File: config.mk
export PLATFORM = sky130hd
export DESIGN_NAME = id_stage
export DESIGN_NICKNAME = d
export VERILOG_FILES = /design/src/rtl/id_pkg.sv /design/src/rtl/id_decode.sv /design/src/rtl/id_stage.sv
export SDC_FILE = /design/constraint.sdc
export NUM_CORES = 1
export LEC_CHECK = 0
export BUFFER_PORTS_ARGS = -buffer_cell sky130_fd_sc_hd__buf_2
export CAP_MARGIN = 5
export CELL_PAD_IN_SITES_DETAIL_PLACEMENT = 2
export CELL_PAD_IN_SITES_GLOBAL_PLACEMENT = 2
export CORE_UTILIZATION = 29
export CTS_CLUSTER_DIAMETER = 50
export DETAILED_ROUTE_END_ITERATION = 6
export GPL_ROUTABILITY_DRIVEN = 0
export HOLD_SLACK_MARGIN = 0.12
export PLACE_DENSITY = 0.8
export SYNTH_ARGS = -nofsm -noshare
export SYNTH_HDL_FRONTEND = slang
export SYNTH_SLANG_ARGS = --single-unit
File: constraint.sdc
create_clock -name clk -period 3.3 [get_ports clk]
set_input_delay 0.495 -clock clk [delete_from_list [all_inputs] [get_ports clk]]
set_output_delay 0.495 -clock clk [all_outputs]
set_load 0.03 [all_outputs]
File: src/rtl/id_pkg.sv
// ---------------------------------------------------------------------------
// id_pkg
// Shared constants and types for the RV32I/RV64I instruction-decode stage.
//   - Major opcodes (INST_*), func3 encodings, funct7 encodings.
//   - id_bundle_t: the control part of the decoded bundle.
//   - is_shift(): func3 test shared by OP-IMM and OP decoding.
// No ports; imported by id_decode and id_stage.
// ---------------------------------------------------------------------------
package id_pkg;

  // Major opcodes
  localparam logic [6:0] INST_TYPE_I   = 7'b0010011;  // OP-IMM
  localparam logic [6:0] INST_TYPE_R_M = 7'b0110011;  // OP (and M extension)
  localparam logic [6:0] INST_TYPE_B   = 7'b1100011;  // BRANCH
  localparam logic [6:0] INST_TYPE_L   = 7'b0000011;  // LOAD
  localparam logic [6:0] INST_TYPE_S   = 7'b0100011;  // STORE
  localparam logic [6:0] INST_JAL      = 7'b1101111;
  localparam logic [6:0] INST_JALR     = 7'b1100111;
  localparam logic [6:0] INST_LUI      = 7'b0110111;
  localparam logic [6:0] INST_AUIPC    = 7'b0010111;

  // func3: OP-IMM / OP
  localparam logic [2:0] INST_ADD_SUB  = 3'b000;
  localparam logic [2:0] INST_SLL      = 3'b001;
  localparam logic [2:0] INST_SRL_SRA  = 3'b101;

  // func3: BRANCH
  localparam logic [2:0] INST_BEQ  = 3'b000;
  localparam logic [2:0] INST_BNE  = 3'b001;
  localparam logic [2:0] INST_BLT  = 3'b100;
  localparam logic [2:0] INST_BGE  = 3'b101;
  localparam logic [2:0] INST_BLTU = 3'b110;
  localparam logic [2:0] INST_BGEU = 3'b111;

  // func3: LOAD
  localparam logic [2:0] INST_LB  = 3'b000;
  localparam logic [2:0] INST_LH  = 3'b001;
  localparam logic [2:0] INST_LW  = 3'b010;
  localparam logic [2:0] INST_LD  = 3'b011;
  localparam logic [2:0] INST_LBU = 3'b100;
  localparam logic [2:0] INST_LHU = 3'b101;
  localparam logic [2:0] INST_LWU = 3'b110;

  // func3: STORE
  localparam logic [2:0] INST_SB = 3'b000;
  localparam logic [2:0] INST_SH = 3'b001;
  localparam logic [2:0] INST_SW = 3'b010;
  localparam logic [2:0] INST_SD = 3'b011;

  // funct7
  localparam logic [6:0] FUNCT7_BASE = 7'b0000000;
  localparam logic [6:0] FUNCT7_ALT  = 7'b0100000;  // SUB / SRA
  localparam logic [6:0] FUNCT7_MEXT = 7'b0000001;  // RV32M

  typedef struct packed {
    logic [4:0] rd_addr;
    logic       reg_wen;
    logic       mem_rd_req;
    logic       mem_wr_req;
    logic       illegal;
  } id_bundle_t;

  function automatic logic is_shift(input logic [2:0] f3);
    return (f3 == INST_SLL) || (f3 == INST_SRL_SRA);
  endfunction

endpackage

File: src/rtl/id_decode.sv
// ---------------------------------------------------------------------------
// id_decode
// Purely combinational instruction -> operand/control bundle decoder.
// Optional feature: define ID_STAGE_MEXT_EN to decode OP with funct7=0000001
// (RV32M) as a legal register-register instruction; otherwise it is illegal.
// Ports:
//   inst, inst_addr          instruction word and its PC
//   rs1_data, rs2_data       register-file read data
//   rs1_addr, rs2_addr       read addresses (0 for an unused source)
//   op_num1, op_num2         ALU operands
//   base_addr, addr_offset   branch/jump/memory address terms
//   ctrl                     rd, reg_wen, memory requests, illegal flag
// ---------------------------------------------------------------------------
module id_decode
  import id_pkg::*;
#(
  parameter int XLEN = 32
) (
  input  logic [31:0]     inst,
  input  logic [XLEN-1:0] inst_addr,
  input  logic [XLEN-1:0] rs1_data,
  input  logic [XLEN-1:0] rs2_data,
  output logic [4:0]      rs1_addr,
  output logic [4:0]      rs2_addr,
  output logic [XLEN-1:0] op_num1,
  output logic [XLEN-1:0] op_num2,
  output logic [XLEN-1:0] base_addr,
  output logic [XLEN-1:0] addr_offset,
  output id_bundle_t      ctrl
);

  localparam int SHW = (XLEN == 64) ? 6 : 5;

  logic [6:0] opcode;
  logic [6:0] funct7;
  logic [2:0] funct3;
  logic [4:0] rd;

  assign opcode = inst[6:0];
  assign rd     = inst[11:7];
  assign funct3 = inst[14:12];
  assign funct7 = inst[31:25];

  // Immediates are built as signed 32-bit values; the size cast sign-extends
  // them to XLEN.
  logic signed [31:0] imm_i32, imm_s32, imm_b32, imm_j32, imm_u32;
  logic [XLEN-1:0]    imm_i, imm_s, imm_b, imm_j, imm_u;

  assign imm_i32 = {{20{inst[31]}}, inst[31:20]};
  assign imm_s32 = {{20{inst[31]}}, inst[31:25], inst[11:7]};
  assign imm_b32 = {{19{inst[31]}}, inst[31], inst[7], inst[30:25], inst[11:8], 1'b0};
  assign imm_j32 = {{11{inst[31]}}, inst[31], inst[19:12], inst[20], inst[30:21], 1'b0};
  assign imm_u32 = {inst[31:12], 12'b0};

  assign imm_i = XLEN'(imm_i32);
  assign imm_s = XLEN'(imm_s32);
  assign imm_b = XLEN'(imm_b32);
  assign imm_j = XLEN'(imm_j32);
  assign imm_u = XLEN'(imm_u32);

  logic [XLEN-1:0] shamt_imm, shamt_reg, const_four;
  assign shamt_imm  = {{(XLEN-SHW){1'b0}}, inst[20 +: SHW]};
  assign shamt_reg  = {{(XLEN-SHW){1'b0}}, rs2_data[SHW-1:0]};
  assign const_four = XLEN'(4);

  logic rs1_use, rs2_use, rd_wr, mem_rd, mem_wr, illegal;

  always_comb begin
    rs1_use     = 1'b0;
    rs2_use     = 1'b0;
    rd_wr       = 1'b0;
    mem_rd      = 1'b0;
    mem_wr      = 1'b0;
    illegal     = 1'b0;
    op_num1     = '0;
    op_num2     = '0;
    base_addr   = '0;
    addr_offset = '0;

    case (opcode)
      INST_TYPE_I: begin
        rs1_use = 1'b1;
        rd_wr   = 1'b1;
        op_num1 = rs1_data;
        op_num2 = is_shift(funct3) ? shamt_imm : imm_i;
      end

      INST_TYPE_R_M: begin
        rs1_use = 1'b1;
        rs2_use = 1'b1;
        rd_wr   = 1'b1;
        op_num1 = rs1_data;
        if (funct7 == FUNCT7_MEXT) begin
`ifdef ID_STAGE_MEXT_EN
          op_num2 = rs2_data;
`else
          illegal = 1'b1;
`endif
        end else if ((funct7 == FUNCT7_BASE) ||
                     ((funct7 == FUNCT7_ALT) &&
                      ((funct3 == INST_ADD_SUB) || (funct3 == INST_SRL_SRA)))) begin
          op_num2 = is_shift(funct3) ? shamt_reg : rs2_data;
        end else begin
          illegal = 1'b1;
        end
      end

      INST_TYPE_B: begin
        rs1_use     = 1'b1;
        rs2_use     = 1'b1;
        op_num1     = rs1_data;
        op_num2     = rs2_data;
        base_addr   = inst_addr;
        addr_offset = imm_b;
        case (funct3)
          INST_BEQ, INST_BNE, INST_BLT, INST_BGE, INST_BLTU, INST_BGEU: illegal = 1'b0;
          default: illegal = 1'b1;
        endcase
      end

      INST_TYPE_L: begin
        rs1_use     = 1'b1;
        rd_wr       = 1'b1;
        mem_rd      = 1'b1;
        base_addr   = rs1_data;
        addr_offset = imm_i;
        case (funct3)
          INST_LB, INST_LH, INST_LW, INST_LBU, INST_LHU: illegal = 1'b0;
          INST_LD, INST_LWU: illegal = (XLEN != 64);
          default: illegal = 1'b1;
        endcase
      end

      INST_TYPE_S: begin
        rs1_use     = 1'b1;
        rs2_use     = 1'b1;
        mem_wr      = 1'b1;
        op_num2     = rs2_data;
        base_addr   = rs1_data;
        addr_offset = imm_s;
        case (funct3)
          INST_SB, INST_SH, INST_SW: illegal = 1'b0;
          INST_SD: illegal = (XLEN != 64);
          default: illegal = 1'b1;
        endcase
      end

      INST_JAL: begin
        rd_wr       = 1'b1;
        op_num1     = inst_addr;
        op_num2     = const_four;
        base_addr   = inst_addr;
        addr_offset = imm_j;
      end

      INST_JALR: begin
        rs1_use     = 1'b1;
        rd_wr       = 1'b1;
        op_num1     = inst_addr;
        op_num2     = const_four;
        base_addr   = rs1_data;
        addr_offset = imm_i;
        illegal     = (funct3 != 3'b000);
      end

      INST_LUI: begin
        rd_wr   = 1'b1;
        op_num1 = imm_u;
      end

      INST_AUIPC: begin
        rd_wr   = 1'b1;
        op_num1 = inst_addr;
        op_num2 = imm_u;
      end

      default: illegal = 1'b1;
    endcase
  end

  // Unused sources read x0 so they can never match a pending load target.
  assign rs1_addr = rs1_use ? inst[19:15] : 5'd0;
  assign rs2_addr = rs2_use ? inst[24:20] : 5'd0;

  // Illegal instructions still travel downstream but must not write state.
  always_comb begin
    ctrl.illegal    = illegal;
    ctrl.rd_addr    = (rd_wr && !illegal) ? rd : 5'd0;
    ctrl.reg_wen    = rd_wr && !illegal && (rd != 5'd0);
    ctrl.mem_rd_req = mem_rd && !illegal;
    ctrl.mem_wr_req = mem_wr && !illegal;
  end

endmodule

File: src/rtl/id_stage.sv
// ---------------------------------------------------------------------------
// id_stage
// Registered RV32I/RV64I decode stage between IF and EX. Decodes one
// instruction per cycle (id_decode), holds the bundle in an output register
// and inserts load-use interlock stalls.
// Optional feature: ID_STAGE_MEXT_EN (RV32M decode, handled in id_decode).
// Parameters: XLEN (32/64), LOAD_LAT (0..7 cycles of load-use hold).
// Ports:
//   clk, rst_n                     clock, synchronous active-low reset
//   in_valid_i / in_ready_o        IF-side handshake
//   inst_i, inst_addr_i            instruction and PC from IF
//   rs1_addr_o, rs2_addr_o         register-file read addresses (comb)
//   rs1_data_i, rs2_data_i         register-file read data (same cycle)
//   flush_i                        kill held bundle, refuse input
//   out_valid_o / out_ready_i      EX-side handshake
//   inst_o, inst_addr_o, op_num1_o, op_num2_o, rd_addr_o, reg_wen_o,
//   base_addr_o, addr_offset_o, mem_rd_req_o, mem_wr_req_o, illegal_o
//                                  registered decoded bundle
// ---------------------------------------------------------------------------
module id_stage
  import id_pkg::*;
#(
  parameter int XLEN     = 32,
  parameter int LOAD_LAT = 2
) (
  input  logic            clk,
  input  logic            rst_n,
  input  logic            in_valid_i,
  output logic            in_ready_o,
  input  logic [31:0]     inst_i,
  input  logic [XLEN-1:0] inst_addr_i,
  output logic [4:0]      rs1_addr_o,
  output logic [4:0]      rs2_addr_o,
  input  logic [XLEN-1:0] rs1_data_i,
  input  logic [XLEN-1:0] rs2_data_i,
  input  logic            flush_i,
  output logic            out_valid_o,
  input  logic            out_ready_i,
  output logic [31:0]     inst_o,
  output logic [XLEN-1:0] inst_addr_o,
  output logic [XLEN-1:0] op_num1_o,
  output logic [XLEN-1:0] op_num2_o,
  output logic [4:0]      rd_addr_o,
  output logic            reg_wen_o,
  output logic [XLEN-1:0] base_addr_o,
  output logic [XLEN-1:0] addr_offset_o,
  output logic            mem_rd_req_o,
  output logic            mem_wr_req_o,
  output logic            illegal_o
);

  localparam logic [2:0] LAT = 3'(LOAD_LAT);

  logic [XLEN-1:0] dec_op1, dec_op2, dec_base, dec_off;
  id_bundle_t      dec_ctrl;

  id_decode #(.XLEN(XLEN)) u_decode (
    .inst        (inst_i),
    .inst_addr   (inst_addr_i),
    .rs1_data    (rs1_data_i),
    .rs2_data    (rs2_data_i),
    .rs1_addr    (rs1_addr_o),
    .rs2_addr    (rs2_addr_o),
    .op_num1     (dec_op1),
    .op_num2     (dec_op2),
    .base_addr   (dec_base),
    .addr_offset (dec_off),
    .ctrl        (dec_ctrl)
  );

  // Handshake: a transfer happens on a side only in a cycle where both its
  // valid and ready are high. out_valid_o never depends on out_ready_i and
  // the bundle stays frozen while out_valid_o=1 and out_ready_i=0. Input is
  // accepted when the output register is free or draining this cycle, no
  // load-use hazard is pending and no flush is requested.
  logic       in_fire, out_fire, hazard;
  logic [2:0] cnt;
  logic [4:0] ld_rd;

  // ld_rd is never x0, and unused sources decode to x0, so no extra
  // "source used" qualification is needed here.
  assign hazard     = (LOAD_LAT != 0) && (cnt != 3'd0) &&
                      ((rs1_addr_o == ld_rd) || (rs2_addr_o == ld_rd));
  assign in_ready_o = (!out_valid_o || out_ready_i) && !hazard && !flush_i;
  assign in_fire    = in_valid_i && in_ready_o;
  assign out_fire   = out_valid_o && out_ready_i;

  always_ff @(posedge clk) begin
    if (!rst_n) begin
      out_valid_o   <= 1'b0;
      inst_o        <= '0;
      inst_addr_o   <= '0;
      op_num1_o     <= '0;
      op_num2_o     <= '0;
      rd_addr_o     <= '0;
      reg_wen_o     <= 1'b0;
      base_addr_o   <= '0;
      addr_offset_o <= '0;
      mem_rd_req_o  <= 1'b0;
      mem_wr_req_o  <= 1'b0;
      illegal_o     <= 1'b0;
      cnt           <= '0;
      ld_rd         <= '0;
    end else begin
      // flush_i forces in_ready_o low, so it can never coincide with in_fire.
      if (flush_i) begin
        out_valid_o <= 1'b0;
      end else if (in_fire) begin
        out_valid_o   <= 1'b1;
        inst_o        <= inst_i;
        inst_addr_o   <= inst_addr_i;
        op_num1_o     <= dec_op1;
        op_num2_o     <= dec_op2;
        rd_addr_o     <= dec_ctrl.rd_addr;
        reg_wen_o     <= dec_ctrl.reg_wen;
        base_addr_o   <= dec_base;
        addr_offset_o <= dec_off;
        mem_rd_req_o  <= dec_ctrl.mem_rd_req;
        mem_wr_req_o  <= dec_ctrl.mem_wr_req;
        illegal_o     <= dec_ctrl.illegal;
      end else if (out_fire) begin
        out_valid_o <= 1'b0;
      end

      // The counter only starts once the load actually leaves this stage;
      // flush leaves it alone because that load is older than the flush.
      if (out_fire && mem_rd_req_o && (rd_addr_o != 5'd0) && (LOAD_LAT != 0)) begin
        cnt   <= LAT;
        ld_rd <= rd_addr_o;
      end else if (cnt != 3'd0) begin
        cnt <= cnt - 3'd1;
      end
    end
  end

endmodule

==> impl_metrics.ini, run 1 <==
[global_route]
grt_usage = 0.264
antenna_found_initial = 4
grt_max_degree = 86
grt_pass1_wl_mm = 67.0
overflow = 0
grt_pass1_vias = 10400

[cts]
cts.repair.resized = 0
postCtsSetupRepairBufs = 0
numCtsBuffers = 17
cts_hold_buffers = 0
cts_buffer_depth = 2
cts_root_buf = clkbuf_16
h-tree-depth = 4
path_clk_slew_ps = 80
cts_tree = built
clock_sinks = 199
clkLatencyLatePin_ps = 460

[routing]
viasPerCell = 5.67
detail-route-antenna-nets = 0
highest_layer = met5
vias = 10000
routedWlPerCell_um = 25.7
drt-initial-drc-count = 653
first_pass_iters = 5
wl_met1_mm = 19.6
remaining_drc_errors = 0
route.met3.wl_mm = 3.06
route.met2.wl_mm = 21.3
wirelength_mm = 45.4

[synthesis]
ys.flop_type = dfxtp_1
syn_area_mm2 = 0.00959
synth_common_cells = dfxtp_1, a21oi_1, nand2_1
synth.area.top_cells = dfxtp_1, a211oi_2, a21oi_1, nand4_1, a22oi_1
synth-seq-cells = 199
yosysUniqueCellTypes = 64
synth_top_cell_by_area = dfxtp_1
synthSimpleGateAreaFrac = 0.133
yosys.area.top_type_share = 0.415
postSynthAreaPerCell_um2 = 9.25
synth-edff-count = 0
synthMuxAreaShare = 0.0104
async_reset_ff_frac = 0
syn-num-nets = 1171
synth-adder-area-share = 0.00130
synth_top_family_by_area = compound AO/OA/AOI/OAI gates
syn_inst = 1037
synth_compound_area_frac = 0.355
yosysWarnings = 0
synth-xor-area-share = 0.00639
yosysSeqAreaShare = 0.415
synth_most_common_cell = dfxtp_1

[timing]
max_freq_ghz = 0.344
final.min_clock_period_ps = 2910
finalSetupTns_ps = 0
period_share = 0.882
slew_headroom = 0.496
timing.final.ws_setup_ps = 390
fin_skew_ps = 15.4
tightest_slew_ps = 756
final-hold-violation-count = 0
rsz0062_at_grt = false
final_max_slew_viol_count = 0
setup_viol = 0

[floorplan]
core_mm2 = 0.0325
start_util = 0.295
fp-row-count = 66
io_pins = 346
die_x_um = 184
die_h_um = 184
die_area_mm2 = 0.0338

[final_layout]
fin_nets = 1442
layout-drive-gt1-share = 0.415
fin_area_mm2 = 0.0123
syn2layout_area_growth_pct = 28.4

[worst_setup_path]
crit_required_ps = 2800
cp-end-kind = output pin
cp_max_fo = 12
worstPathArrival_ps = 2410
start_kind = input port
critPathKind = in -> out

[pwr]
peakVddDrop_v = 0.000400
leakage_nw = 4.92
power-per-cell-area_mw_per_mm2 = 722

[placement]
dpl-instance-area_mm2 = 0.0117
portBuffers = 345
post-place-ws_ps = 301
hpwl_mm = 32.2

[run_status]
status = finished, final reports clean

[min_path]
min_path_type = in -> reg

[run]
maxCapViolations = 0
[path summary, 6_finish.rpt]
kind	start	endpoint	slack, ps	cells past startpoint
max	inst_i[4]	in_ready_o	390	7
min	flush_i	out_valid_o$_SDFFE_PP0P_	280	2
max reg2reg	cnt[0]$_SDFFE_PP0P_	addr_offset_o[10]$_SDFFE_PN0P_	800	9
min reg2reg	inst_o[29]$_SDFFE_PN0P_	inst_o[29]$_SDFFE_PN0P_	460	2
[critical path, stage by stage]
cell and delay (ps):
buf_2 250, nand3b_1 360, a211oi_1 140, o32ai_1 490
nand4_1 230, and2_1 250, buf_2 190
[area by class of cell]
class / count / area [um^2]
fill: 3714 / 20200
multi-input combinational: 689 / 4920
sequential: 199 / 3980
timing repair buffer: 390 / 2220
tap: 442 / 553
clock buffer: 18 / 439
clock inverter: 14 / 156
inverter: 11 / 43.8
antenna: 2 / 5.00
[per-layer routing]
metal,up-vias,global-route usage
met5,-,0
met3,78,0.0654
met1,5077,0.331
met2,358,0.436
li1,4495,-
met4,4,0.0997
[state kept, by name, summed over array words and instances, names as in the netlist, 5 cells and up]
signal,count
inst_o,32
rd_addr_o,5
op_num1_o,32
ld_rd,5
op_num2_o,32
base_addr_o,32
inst_addr_o,32
addr_offset_o,21
[layout by cell type, fill, tap and decap left out, types with 4 or more instances in the layout]
cell type / Yosys / routed
nand2_1: 101 / 101
nand3_1: 4 / 4
nor3_1: 7 / 7
a211oi_2: 89 / 89
o21ai_0: 76 / 76
nor2_1: 12 / 12
a21oi_1: 106 / 105
xor2_1: 4 / 4
a32oi_1: 6 / 6
dfxtp_1: 199 / 199
buf_12: 1 / 12
and3_1: 8 / 8
a211oi_1: 6 / 6
inv_8: 0 / 5
and2_1: 10 / 9
clkbuf_16: 0 / 17
buf_2: 29 / 344
a222oi_1: 20 / 20
o221a_2: 19 / 19
o21a_1: 4 / 4
buf_4: 17 / 33
mux2i_1: 10 / 10
inv_1: 10 / 10
a22oi_1: 54 / 54
a22o_1: 23 / 23
nand4_1: 72 / 72
[metrics by stage]
stage	utilization	cells	power, mW	hold WS (ps)
final	0.379	1765	8.89	280
after CTS	0.378	1763	8.96	260
after global placement	0.360	1731	6.65	441
after floorplan	-	1037	5.56	454
after global routing	0.379	1765	9.29	273
after detailed placement	0.360	1731	6.74	454
[logic make-up (layout without fill, tap and decap cells)]
family,Yosys count,in the layout
flops,199,199
other cells,0,2
compound gates,428,428
simple gates,243,243
fa+ha+maj,1,1
xor+xnor,7,7
mux,10,10
buf+inv,149,433
[power by group]
group          internal, mW  switching [mW]  total, mW
combinational          1.04            2.55       3.59
clock                  1.04            1.14       2.18
sequential             2.87           0.252       3.12
total                  4.95            3.94       8.89
Note: power is estimated with default switching activity, not from simulation.
==> run 2: changes to the inputs <==
--- a/config.mk
+++ b/config.mk
@@ -9,6 +9,7 @@
 export CAP_MARGIN = 5
 export CELL_PAD_IN_SITES_DETAIL_PLACEMENT = 2
 export CELL_PAD_IN_SITES_GLOBAL_PLACEMENT = 2
+export CORE_ASPECT_RATIO = 1.4
 export CORE_UTILIZATION = 29
 export CTS_CLUSTER_DIAMETER = 50
 export DETAILED_ROUTE_END_ITERATION = 6
==> impl_metrics.ini, run 2 (synthesis gave the netlist of run 1 again) <==
[routing]
first_pass_iters = 6
routedWlPerCell_um = 25.5
remaining_drc_errors = 0
route.met2.wl_mm = 23.3
highest_layer = met4
route.met3.wl_mm = 2.24
viasPerCell = 5.66
detail-route-antenna-nets = 0
drt-initial-drc-count = 690
wl_met1_mm = 17.8
wirelength_mm = 44.9
vias = 9970

[cts]
cts_tree = built
cts_root_buf = clkbuf_16
path_clk_slew_ps = 70
cts.repair.resized = 0
postCtsSetupRepairBufs = 0
cts_hold_buffers = 0
cts_buffer_depth = 2
clock_sinks = 199
numCtsBuffers = 17
h-tree-depth = 4
clkLatencyLatePin_ps = 460

[global_route]
overflow = 0
grt_pass1_vias = 10500
grt_usage = 0.262
grt_pass1_wl_mm = 66.1
grt_max_degree = 118
antenna_found_initial = 7

[worst_setup_path]
r2r_start = ld_rd[3]$_SDFFE_PN0P_
worstPathArrival_ps = 2520
crit_slowest_cell = and4bb_1
worstPathCellList = buf_2, and4bb_1, o211ai_1, a22o_1, a311oi_4, and2_1, buf_2
start_kind = input port
crit_family = compound AO/OA/AOI/OAI gates
crit_start = inst_i[2]
cp.depth = 7
cpMostUsedCell = buf_2
crit_required_ps = 2800
reg2reg_to = op_num1_o[3]$_SDFFE_PN0P_
critPathKind = in -> out
worstRegToRegCells = 8
cp_max_fo = 12
crit_buf_inv = 2
crit_end = in_ready_o
critical-path-max-stage-delay_ps = 550
cp-end-kind = output pin
reg2reg_slack_ps = 680

[timing]
max_freq_ghz = 0.332
final-hold-violation-count = 0
final.min_clock_period_ps = 3020
period_share = 0.914
fin_skew_ps = 11.5
setup_viol = 0
slew_headroom = 0.498
tightest_slew_ps = 745
final_max_slew_viol_count = 0
finalSetupTns_ps = 0
worst_hold_slack_ps = 306
rsz0062_at_grt = false

[floorplan]
die_area_mm2 = 0.0338
core_mm2 = 0.0325
die_h_um = 217
start_util = 0.295
fp-row-count = 78
io_pins = 346
die_x_um = 156

[run_status]
status = finished, final reports clean

[final_layout]
final_cell_mix = buf_2, dfxtp_1, a21oi_1
syn2layout_area_growth_pct = 28.5
final_common_cell = buf_2
fin_nets = 1439
layout-drive-gt1-share = 0.411
area.sequential_mm2 = 0.00398
fin_area_mm2 = 0.0123
final_core_util = 0.379
multiInputGateArea_mm2 = 0.00492
fill_cells = 3650

[placement]
hpwl_mm = 31.8
portBuffers = 345
dpl-instance-area_mm2 = 0.0117

[pwr]
peakVddDrop_v = 0.000304
leakage_nw = 4.91
total_power_mw = 8.99
power-per-cell-area_mw_per_mm2 = 729

[min_path]
min_path_type = in -> reg

[run]
maxCapViolations = 0
==> run 2: cell types whose count changed in the layout (fill, tap and decap cells not counted), sizes merged <==
cell / before / now
buf: 390 / 387
bufinv: 0 / 4
clkbuf: 18 / 21
clkinv: 6 / 2
clkinvlp: 1 / 2
diode: 2 / 7
inv: 18 / 11
==> run 2: where the power goes <==
part	switching [mW]	internal (mW)
combinational	2.53	1.05
sequential	0.267	2.87
clock	0.983	1.30
==> run 2: metrics by stage <==
step	setup slack [ps]	cells
global placement	300	1726
floorplan	316	1037
global route	187	1761
detailed placement	203	1726
finish	284	1762
CTS	296	1755
==> run 2: per-layer routing <==
metal  vias to the layer above  GRT usage
li1                       4492          -
met3                        73     0.0548
met1                      5082      0.296
met4                         0      0.117
met2                       323      0.470
met5                         -          0
==> run 2: final cells by class <==
class | instances | share of cell area
tap | 440 | 0.0446
clock inverter | 8 | 0.0121
inverter | 11 | 0.00355
sequential | 199 | 0.323
antenna | 7 | 0.00142
multi-input combinational | 689 | 0.399
timing repair buffer | 387 | 0.179
clock buffer | 21 | 0.0373
==> run 2: worst min-delay path by stage <==
| stage | from | endpoint | slack, ps | cells after the start |
|---|---|---|---|---|
| after floorplan | cnt[2]$_SDFFE_PP0P_ | cnt[2]$_SDFFE_PP0P_ | 450 | 2 |
| after global placement | inst_o[26]$_SDFFE_PN0P_ | inst_o[26]$_SDFFE_PN0P_ | 440 | 2 |
| after detailed placement | inst_addr_o[19]$_SDFFE_PN0P_ | inst_addr_o[19]$_SDFFE_PN0P_ | 450 | 2 |
| after CTS | inst_addr_i[19] | inst_addr_o[19]$_SDFFE_PN0P_ | 290 | 3 |
| after global routing | flush_i | out_valid_o$_SDFFE_PP0P_ | 290 | 2 |
| final | flush_i | out_valid_o$_SDFFE_PP0P_ | 310 | 2 |
==> run 2: worst register-to-register path, cell delays in order, from the launching register on <==
cell	delay, ps
dfxtp_1	490
xor2_1	180
o22ai_1	130
a22o_1	290
a311oi_4	410
buf_4	230
buf_4	370
a21oi_1	180
a211oi_2	250
==> run 3: changes to the inputs <==
--- a/config.mk
+++ b/config.mk
@@ -5,17 +5,19 @@
 export SDC_FILE = /design/constraint.sdc
 export NUM_CORES = 1
 export LEC_CHECK = 0
+export ABC_AREA = 1
+export ABC_CLOCK_PERIOD_IN_PS = 3300
 export BUFFER_PORTS_ARGS = -buffer_cell sky130_fd_sc_hd__buf_2
 export CAP_MARGIN = 5
 export CELL_PAD_IN_SITES_DETAIL_PLACEMENT = 2
 export CELL_PAD_IN_SITES_GLOBAL_PLACEMENT = 2
 export CORE_ASPECT_RATIO = 1.4
-export CORE_UTILIZATION = 29
+export CORE_UTILIZATION = 26
 export CTS_CLUSTER_DIAMETER = 50
 export DETAILED_ROUTE_END_ITERATION = 6
 export GPL_ROUTABILITY_DRIVEN = 0
 export HOLD_SLACK_MARGIN = 0.12
-export PLACE_DENSITY = 0.8
+export PLACE_DENSITY = 0.81
 export SYNTH_ARGS = -nofsm -noshare
 export SYNTH_HDL_FRONTEND = slang
 export SYNTH_SLANG_ARGS = --single-unit
==> impl_metrics.ini, run 3 <==
[worst_setup_path]
cp.depth = 15
cpMostUsedCell = nand2_1
critical-path-max-stage-delay_ps = 250
r2r_start = ld_rd[3]$_SDFFE_PN0P_
crit_buf_inv = 2
crit_family = simple AND/OR/NAND/NOR gates
cp_max_fo = 6
crit_required_ps = 2800
worstPathArrival_ps = 2300
worstPathCellList = buf_2, nand2_1, nor2_2, nand2_2, nand2_2, nand2_1, nand2_1, nand2_1, nor2_1, nand3_1, nand2_1, nand2_4, nand2_1, nor2_1, buf_2
crit_start = inst_i[1]
critPathKind = in -> out
start_kind = input port
worstRegToRegCells = 12
cp-end-kind = output pin
reg2reg_slack_ps = 1170
crit_slowest_cell = nor2_2

[floorplan]
core_mm2 = 0.0396
io_pins = 346
fp-row-count = 86
die_area_mm2 = 0.0412
die_h_um = 240
start_util = 0.265
die_x_um = 172

[cts]
cts_root_buf = clkbuf_16
h-tree-depth = 4
clock_sinks = 199
cts.repair.resized = 0
clkLatencyLatePin_ps = 460
path_clk_slew_ps = 70
numCtsBuffers = 17
postCtsSetupRepairBufs = 0
cts_hold_buffers = 0
cts_tree = built
cts_buffer_depth = 2

[global_route]
antenna_found_initial = 8
grt_max_degree = 102
grt_pass1_vias = 13000
grt_usage = 0.244
overflow = 0
grt_pass1_wl_mm = 75.2

[synthesis]
synth-seq-cells = 199
synth_most_common_cell = nand2_1
synth-edff-count = 0
syn_inst = 1681
async_reset_ff_frac = 0
synth_top_cell_by_area = dfxtp_1
postSynthAreaPerCell_um2 = 6.25
ys.flop_type = dfxtp_1
synth.area.top_cells = dfxtp_1, nand2_1, inv_1, nor2_1, nand4_1
syn-num-nets = 1815
yosysUniqueCellTypes = 29
yosysSeqAreaShare = 0.379
synth_common_cells = nand2_1, inv_1, nor2_1
syn_area_mm2 = 0.0105
yosysWarnings = 0
yosys.area.top_type_share = 0.379

[timing]
setup_viol = 0
final-hold-violation-count = 0
period_share = 0.847
tightest_slew_ps = 1160
final.min_clock_period_ps = 2800
slew_headroom = 0.227
finalSetupTns_ps = 0
max_freq_ghz = 0.358
final_max_slew_viol_count = 0
worst_hold_slack_ps = 264
fin_skew_ps = 9.89
rsz0062_at_grt = false

[final_layout]
final_common_cell = nand2_1
fin_nets = 2087
syn2layout_area_growth_pct = 24.9
layout-drive-gt1-share = 0.213
final_cell_mix = nand2_1, buf_2, inv_1

[pwr]
peakVddDrop_v = 0.000526
total_power_mw = 8.81
power-per-cell-area_mw_per_mm2 = 671
leakage_nw = 7.17

[run]
maxCapViolations = 0

[min_path]
hp-start = flush_i
min_path_type = in -> reg
min_path_cells = 2

[routing]
remaining_drc_errors = 0
vias = 12200
first_pass_iters = 5
viasPerCell = 4.88
detail-route-antenna-nets = 0
drt-initial-drc-count = 621
wirelength_mm = 50.7
routedWlPerCell_um = 20.3

[placement]
hpwl_mm = 38.2
portBuffers = 345

[run_status]
status = finished, final reports clean
## run 3: changes by cell type in the layout (fill, tap and decap cells not counted), moves of 19 or more
| cell | before | now |
|---|---|---|
| nand3_1 | 4 | 23 |
| nand4_1 | 72 | 105 |
| nand2_1 | 101 | 417 |
| o22ai_1 | 1 | 45 |
| a21oi_1 | 105 | 82 |
| a22oi_1 | 54 | 9 |
| a22o_1 | 23 | 0 |
| nor2_1 | 12 | 277 |
| inv_1 | 10 | 294 |
| a211oi_2 | 89 | 0 |
| o221a_2 | 19 | 0 |
| a222oi_1 | 20 | 0 |
## run 3: logic make-up (layout without fill, tap and decap cells)
kind of cell             after synthesis  in the layout  share of synthesized area
buffers and inverters                419            703                      0.169
other                                  0              5                          0
flip-flops                           199            199                      0.379
XOR/XNOR                               2              2                    0.00167
AO/OA/AOI/OAI                        220            220                      0.116
AND/OR/NAND/NOR                      840            840                      0.333
adder cells (fa/ha/maj)                1              1                    0.00119
## run 3: routing by layer
metal	up-vias	share of wire	global-route usage
met3	89	0.049	0.0486
met1	5999	0.37	0.253
met2	337	0.54	0.468
met5	-	0.00067	0
met4	6	0.038	0.105
li1	5759	-	-
## run 3: per-stage QoR
stage	area, um^2	util	setup slack, ps	instances
floorplan	10500	-	444	1681
global placement	12600	0.317	389	2462
detailed placement	12600	0.317	246	2462
CTS	13100	0.331	459	2493
global route	13100	0.331	297	2495
finish	13100	0.331	503	2498
## run 3: final timing paths
| check | endpoint |
|---|---|
| setup / recovery | in_ready_o |
| hold reg to reg | inst_o[9]$_SDFFE_PN0P_ |
| setup reg to reg | inst_addr_o[26]$_SDFFE_PN0P_ |
| hold / removal | out_valid_o$_SDFFE_PP0P_ |
## run 3: final cells by class
class,count,area [um^2]
diodes,5,12.5
well taps,528,661
repair buffers,369,2000
fillers,5035,26500
clock buffers,21,450
inverters,303,1140
clock inverters,10,97.6
flip-flops and latches,199,3980
multi-input cells,1063,4770
## run 3: where the power goes
group	switching [mW]	internal, mW
Clock	1.05	1.07
Combinational	2.66	0.966
Sequential	0.236	2.82
Total	3.95	4.85
